===== config.mk =====
export PLATFORM = sky130hd
export DESIGN_NAME = int_to_float32_flat
export DESIGN_NICKNAME = d
export VERILOG_FILES = /design/src/rtl/int_to_float32_if.sv /design/src/rtl/int_to_float32.sv /design/src/flat_wrapper.sv
export SDC_FILE = /design/constraint.sdc
export NUM_CORES = 1
export LEC_CHECK = 0
export ABC_AREA = 1
export CELL_PAD_IN_SITES_DETAIL_PLACEMENT = 1
export CELL_PAD_IN_SITES_GLOBAL_PLACEMENT = 2
export CORE_MARGIN = 2
export CORE_UTILIZATION = 33
export CTS_CLUSTER_SIZE = 25
export DETAILED_ROUTE_END_ITERATION = 10
export PLACE_DENSITY = 0.93
export SLEW_MARGIN = 40
export SYNTH_ARGS = -nofsm -noshare
export SYNTH_HDL_FRONTEND = slang
export SYNTH_SLANG_ARGS = --single-unit

===== constraint.sdc =====
create_clock -name clk -period 5.55 [get_ports clk]
set_input_delay 0.555 -clock clk [delete_from_list [all_inputs] [get_ports clk]]
set_output_delay 0.555 -clock clk [all_outputs]
set_load 0.02 [all_outputs]

===== src/rtl/int_to_float32_if.sv =====
// rtl/int_to_float32_if.sv - Handshake bundle between an integer producer, the converter and the F32 consumer
//
// Ports (signals carried by the bundle):
//   i_data_in_valid / o_data_in_ready  : operand handshake into the converter
//   i_data_in, i_signed                : operand word and its signedness
//   o_data_out, o_inexact              : binary32 result and rounding flag
//   o_data_out_valid / i_data_out_ready: result handshake out of the converter
// The slave modport is the converter; the master modport is its environment.
interface int_to_float32_if #(
    parameter int DATA_IN_WIDTH = 32
);
    logic                     i_data_in_valid;
    logic                     o_data_in_ready;
    logic [DATA_IN_WIDTH-1:0] i_data_in;
    logic                     i_signed;
    logic [31:0]              o_data_out;
    logic                     o_inexact;
    logic                     o_data_out_valid;
    logic                     i_data_out_ready;

    modport master (
        output i_data_in_valid,
        input  o_data_in_ready,
        output i_data_in,
        output i_signed,
        input  o_data_out,
        input  o_inexact,
        input  o_data_out_valid,
        output i_data_out_ready
    );

    modport slave (
        input  i_data_in_valid,
        output o_data_in_ready,
        input  i_data_in,
        input  i_signed,
        output o_data_out,
        output o_inexact,
        output o_data_out_valid,
        input  i_data_out_ready
    );
endinterface


===== src/rtl/int_to_float32.sv =====
// rtl/int_to_float32.sv - Multi-cycle signed/unsigned integer to IEEE-754 binary32 converter
//
// Ports:
//   clk      : clock, all logic on the rising edge
//   reset_n  : synchronous active-low reset; discards any in-flight conversion
//   bus      : int_to_float32_if.slave handshake bundle (operand in, result out)
// One conversion in flight: IDLE -> LOAD -> NORM (L+1 cycles) -> ROUND -> OUT.
// Operands wider than 24 significant bits are rounded to nearest, ties to even.
module int_to_float32 #(
    parameter int DATA_IN_WIDTH = 32
) (
    input  logic                clk,
    input  logic                reset_n,
    int_to_float32_if.slave     bus
);
    localparam int W = DATA_IN_WIDTH;

    typedef enum logic [2:0] {
        S_IDLE  = 3'd0,
        S_LOAD  = 3'd1,
        S_NORM  = 3'd2,
        S_ROUND = 3'd3,
        S_OUT   = 3'd4
    } state_t;

    state_t         state_q, state_d;
    logic [W-1:0]   data_q, data_d;
    logic           signed_q, signed_d;
    logic           sign_q, sign_d;
    logic [W-1:0]   mag_q, mag_d;
    logic [7:0]     exp_q, exp_d;
    logic           zero_q, zero_d;
    logic [31:0]    out_q, out_d;
    logic           inexact_q, inexact_d;
    logic           valid_q, valid_d;

    // Rounded fraction of the normalised magnitude (hidden bit at mag_q[W-1]).
    logic [22:0]    rnd_frac;
    logic           rnd_carry;
    logic           rnd_inexact;

    generate
        if (W > 24) begin : g_round
            logic [22:0] frac_t;
            logic        guard;
            logic        sticky;
            logic        round_up;

            assign frac_t = mag_q[W-2 -: 23];
            assign guard  = mag_q[W-25];

            if (W > 25) begin : g_sticky
                assign sticky = |mag_q[W-26:0];
            end else begin : g_no_sticky
                assign sticky = 1'b0;
            end

            assign round_up    = guard & (sticky | frac_t[0]);
            // An all-ones fraction rounding up wraps to zero and bumps the exponent.
            assign rnd_carry   = round_up & (&frac_t);
            assign rnd_frac    = frac_t + {22'd0, round_up};
            assign rnd_inexact = guard | sticky;
        end else begin : g_exact
            // Every significant bit fits: left-align below the hidden bit.
            assign rnd_frac    = 23'(mag_q[W-2:0]) << (24 - W);
            assign rnd_carry   = 1'b0;
            assign rnd_inexact = 1'b0;
        end
    endgenerate

    always_ff @(posedge clk) begin
        if (!reset_n) begin
            state_q   <= S_IDLE;
            data_q    <= '0;
            signed_q  <= 1'b0;
            sign_q    <= 1'b0;
            mag_q     <= '0;
            exp_q     <= '0;
            zero_q    <= 1'b0;
            out_q     <= '0;
            inexact_q <= 1'b0;
            valid_q   <= 1'b0;
        end else begin
            state_q   <= state_d;
            data_q    <= data_d;
            signed_q  <= signed_d;
            sign_q    <= sign_d;
            mag_q     <= mag_d;
            exp_q     <= exp_d;
            zero_q    <= zero_d;
            out_q     <= out_d;
            inexact_q <= inexact_d;
            valid_q   <= valid_d;
        end
    end

    always_comb begin
        state_d   = state_q;
        data_d    = data_q;
        signed_d  = signed_q;
        sign_d    = sign_q;
        mag_d     = mag_q;
        exp_d     = exp_q;
        zero_d    = zero_q;
        out_d     = out_q;
        inexact_d = inexact_q;
        valid_d   = valid_q;

        case (state_q)
            S_IDLE: begin
                if (bus.i_data_in_valid) begin
                    data_d   = bus.i_data_in;
                    signed_d = bus.i_signed;
                    state_d  = S_LOAD;
                end
            end
            S_LOAD: begin
                sign_d = signed_q & data_q[W-1];
                // Negating the most negative value wraps to 2^(W-1), which is
                // exactly its magnitude when read as unsigned.
                mag_d  = sign_d ? -data_q : data_q;
                exp_d  = 8'(W - 1);
                zero_d = (mag_d == '0);
                state_d = zero_d ? S_ROUND : S_NORM;
            end
            S_NORM: begin
                if (!mag_q[W-1]) begin
                    mag_d = mag_q << 1;
                    exp_d = exp_q - 8'd1;
                end else begin
                    state_d = S_ROUND;
                end
            end
            S_ROUND: begin
                if (zero_q) begin
                    out_d     = 32'h0000_0000;
                    inexact_d = 1'b0;
                end else begin
                    out_d     = {sign_q, exp_q + 8'd127 + {7'd0, rnd_carry}, rnd_frac};
                    inexact_d = rnd_inexact;
                end
                valid_d = 1'b1;
                state_d = S_OUT;
            end
            S_OUT: begin
                if (bus.i_data_out_ready) begin
                    valid_d = 1'b0;
                    state_d = S_IDLE;
                end
            end
            default: begin
                state_d = S_IDLE;
            end
        endcase
    end

    assign bus.o_data_in_ready  = (state_q == S_IDLE);
    assign bus.o_data_out       = out_q;
    assign bus.o_inexact        = inexact_q;
    assign bus.o_data_out_valid = valid_q;

endmodule


===== src/flat_wrapper.sv =====
// flat-port wrapper written by rule: the top's interface ports become plain ports
module int_to_float32_flat 
#(
    parameter int DATA_IN_WIDTH = 32
)
  (clk, reset_n, bus_i_data_in_valid, bus_o_data_in_ready, bus_i_data_in, bus_i_signed, bus_o_data_out, bus_o_inexact, bus_o_data_out_valid, bus_i_data_out_ready);
  int_to_float32_if #(.DATA_IN_WIDTH(DATA_IN_WIDTH)) bus_i ();
  input  logic clk;
  input  logic reset_n;
  input wire logic [$bits(bus_i.i_data_in_valid)-1:0] bus_i_data_in_valid;
  output wire logic [$bits(bus_i.o_data_in_ready)-1:0] bus_o_data_in_ready;
  input wire logic [$bits(bus_i.i_data_in)-1:0] bus_i_data_in;
  input wire logic [$bits(bus_i.i_signed)-1:0] bus_i_signed;
  output wire logic [$bits(bus_i.o_data_out)-1:0] bus_o_data_out;
  output wire logic [$bits(bus_i.o_inexact)-1:0] bus_o_inexact;
  output wire logic [$bits(bus_i.o_data_out_valid)-1:0] bus_o_data_out_valid;
  input wire logic [$bits(bus_i.i_data_out_ready)-1:0] bus_i_data_out_ready;
  assign bus_i.i_data_in_valid = bus_i_data_in_valid;
  assign bus_o_data_in_ready = bus_i.o_data_in_ready;
  assign bus_i.i_data_in = bus_i_data_in;
  assign bus_i.i_signed = bus_i_signed;
  assign bus_o_data_out = bus_i.o_data_out;
  assign bus_o_inexact = bus_i.o_inexact;
  assign bus_o_data_out_valid = bus_i.o_data_out_valid;
  assign bus_i.i_data_out_ready = bus_i_data_out_ready;
  int_to_float32 #(.DATA_IN_WIDTH(DATA_IN_WIDTH)) u_core (.clk(clk), .reset_n(reset_n), .bus(bus_i));
endmodule

==> results.py <==
metrics = {
    "clock_network": {
        "cts_resized": 0,
        "cts-root-buf": "clkbuf_16",
        "postCtsSetupBuffers": 0,
        "clk_path_buf_depth": 2,
        "path_clk_slew_ps": 80,
        "numCtsBuffers": 9,
        "ctsHtreeMaxLevel": 3,
        "cts_hold_buf": 0,
        "clkLatencyLatePin_ps": 370,
        "cts_tree": "yes",
        "cts_sinks": 112,
    },
    "timing": {
        "finalClockSkew_ps": 9.34,
        "worstMarginPinSlew_ps": 762,
        "slew-limit-headroom": 0.492,
        "final-hold-violation-count": 0,
        "tns_ps": 0,
        "timing.final.crit_period_ps": 2540,
        "fmaxAchievable_ghz": 0.394,
        "finalSetupViolCount": 0,
        "slew_violations": 0,
        "rsz0062_at_grt": "no",
        "setup_ws_ps": 3010,
        "fin_crit_sh": 0.457,
    },
    "yosys": {
        "yosysWarnings": 0,
        "synth_edf_count": 0,
        "yosys-top-cells-count": "nand2_1, dfxtp_1, nor2_1",
        "synthesis.area_um2": 6040,
        "synth_seq_area_share": 0.371,
        "ys_async_sr_fraction": 0,
        "synthDistinctLibCells": 39,
        "synth_nets": 984,
        "synthTopCellsByArea": "dfxtp_1, nand2_1, a21oi_1",
        "synth-main-ff-cell": "dfxtp_1",
        "syn_inst": 941,
        "ys_seq_elements": 112,
        "yosysMostFrequentCell": "nand2_1",
        "synth_top_area_frac": 0.371,
        "yosys.area.top_type": "dfxtp_1",
        "syn_avg_cell_area_um2": 6.42,
    },
    "placement": {
        "routabilityCongestion": 0.866,
        "place_area_um2": 6900,
        "io_buffers": 71,
        "dp_hpwl_um": 13200,
        "dp_slack_ps": 3030,
    },
    "global_routing": {
        "track_usage": 0.185,
        "antenna_found_initial": 0,
        "grt_pass1_wl_um": 29700,
        "grt_max_degree": 74,
        "overflow": 0,
        "grt_pass1_vias": 5922,
    },
    "floorplan": {
        "dieWidth_um": 139,
        "start_util": 0.336,
        "die-area_um2": 19400,
        "die_h_um": 139,
        "core_um2": 18000,
        "rows": 49,
        "pin_count": 72,
    },
    "worst_setup_path": {
        "crit_path_end_kind": "flip-flop",
        "crit_top_cell": "inv_1",
        "slowest_stage": "dfxtp_1",
        "path_cells": "inv_1, nor3_1, inv_1, nor2_1, nand4_1, ha_1, ha_1, inv_1, or2_2, nor2_1, nand2_1, a21oi_1, o21ai_0, a21oi_1",
        "slowest_delay_ps": 500,
        "cp_top_family": "simple AND/OR/NAND/NOR gates",
        "worst-path-max-fanout": 8,
        "critPathKind": "flip-flop to flip-flop",
        "start_kind": "flip-flop",
        "cp.arrival_ps": 2760,
        "r2r_slack_ps": 3010,
        "worstPathRequired_ps": 5770,
        "worst-path-buf-inv": 3,
    },
    "power_and_ir_drop": {
        "p_total_mw": 2.47,
        "p_sw_frac": 0.378,
        "pwr-share-seq": 0.404,
        "vdd_ir_drop_max_mv": 0.149,
        "p_leak_nw": 2.76,
        "clkPwrFrac": 0.296,
        "power.switching_mw": 0.935,
        "p_int_mw": 1.54,
        "comb_power_share": 0.300,
        "powerDensity_nw_per_um2": 342,
    },
    "cells_and_area": {
        "n_antenna_cell": 0,
        "layout.nets": 1031,
        "area_delta_synth_final_pct": 19.6,
        "final_core_util": 0.402,
        "drive_above_1_share": 0.0675,
        "final_cell_area_um2": 7230,
    },
    "drt": {
        "wl_per_cell_um": 14.4,
        "wirelength_um": 17600,
        "vias": 6053,
        "viasPerCell": 4.95,
        "dr.pass1.iters": 4,
        "drcViolationCount": 0,
        "final_antenna_net_count": 0,
        "drt_iter0_markers": 335,
    },
    "status": {
        "outcome": "completed",
    },
    "run": {
        "cap_violations": 0,
    },
    "worst_hold_path": {
        "hold_path_class": "flip-flop to flip-flop",
    },
}
-- logic make-up (layout without fill, tap and decap cells) --
family                   after synthesis  after routing  synth area share
AO/OA/AOI/OAI                        187            187             0.168
XOR/XNOR                               3              3           0.00435
adder cells (fa/ha/maj)                6              6            0.0124
buffers and inverters                126            178            0.0834
flip-flops                           112            112             0.371
AND/OR/NAND/NOR                      507            507             0.360
-- layer usage --
| layer | vias to the layer above | wire [um] | GRT usage |
|---|---|---|---|
| li1 | 3181 | - | - |
| met1 | 2776 | 9090 | 0.270 |
| met2 | 81 | 7840 | 0.287 |
| met3 | 15 | 362 | 0.0203 |
| met4 | 0 | 265 | 0.0553 |
| met5 | - | 0 | 0 |
-- cell usage in the layout, fill, tap and decap left out, types with 17 or more instances in the layout --
master           synthesis  routed
a31oi_1                 34      34
nand2_1                293     292
dfxtp_1                112     112
o21ai_0                 55      55
a21oi_1                 81      81
inv_1                   77      76
clkdlybuf4s50_1          0      71
nor3_1                  17      17
nor2_1                  85      85
nand3_1                 66      66
-- area by class of cell --
cell class / instances / area, um2
Tap cell: 229 / 287
Clock buffer: 9 / 225
Sequential cell: 112 / 2240
Fill cell: 2376 / 10700
Inverter: 87 / 327
Multi-Input combinational cell: 703 / 3300
Clock inverter: 7 / 104
Timing Repair Buffer: 75 / 741
-- power groups by stage --
stage	Clock [mW]	Combinational [mW]	Sequential, mW
after floorplan	0	0.549	0.987
after global placement	0	0.730	1.01
after detailed placement	0	0.744	1.02
after CTS	0.748	0.750	0.999
after global routing	0.776	0.858	1.02
final	0.733	0.741	0.999
-- worst paths after layout --
| path | startpoint | endpoint | cells past startpoint |
|---|---|---|---|
| hold reg to reg | u_core.bus.o_data_out[1] | u_core.bus.o_data_out[1] | 2 |
| setup / recovery | u_core.mag_q[24] | u_core.bus.o_data_out[29] | 14 |
| hold / removal | u_core.bus.o_data_out[1] | u_core.bus.o_data_out[1] | 2 |
| setup reg to reg | u_core.mag_q[24] | u_core.bus.o_data_out[29] | 14 |
-- through the flow --
| stage | cells | hold slack (ps) |
|---|---|---|
| after floorplan | 941 | 431 |
| after global placement | 1206 | 447 |
| after detailed placement | 1206 | 459 |
| after CTS | 1222 | 471 |
| after global routing | 1222 | 500 |
| final | 1222 | 468 |
-- registers in the layout (all words and copies together), names as in the netlist --
name                         flops
u_core.bus.o_data_out           32
u_core.data_q                   32
u_core.mag_q                    32
u_core.exp_q                     8
u_core.state_q                   3
u_core.bus.o_data_out_valid      1
u_core.bus.o_inexact             1
u_core.sign_q                    1
u_core.signed_q                  1
u_core.zero_q                    1
-- worst reg2reg max path, cell delays in order (launching register included) --
cell and delay (ps):
dfxtp_1 500, inv_1 120, nor3_1 350, inv_1 140, nor2_1 180, nand4_1 150, ha_1 230, ha_1 200
inv_1 70, or2_2 120, nor2_1 50, nand2_1 80, a21oi_1 70, o21ai_0 80, a21oi_1 80
Note: power is estimated with default switching activity, not from simulation.
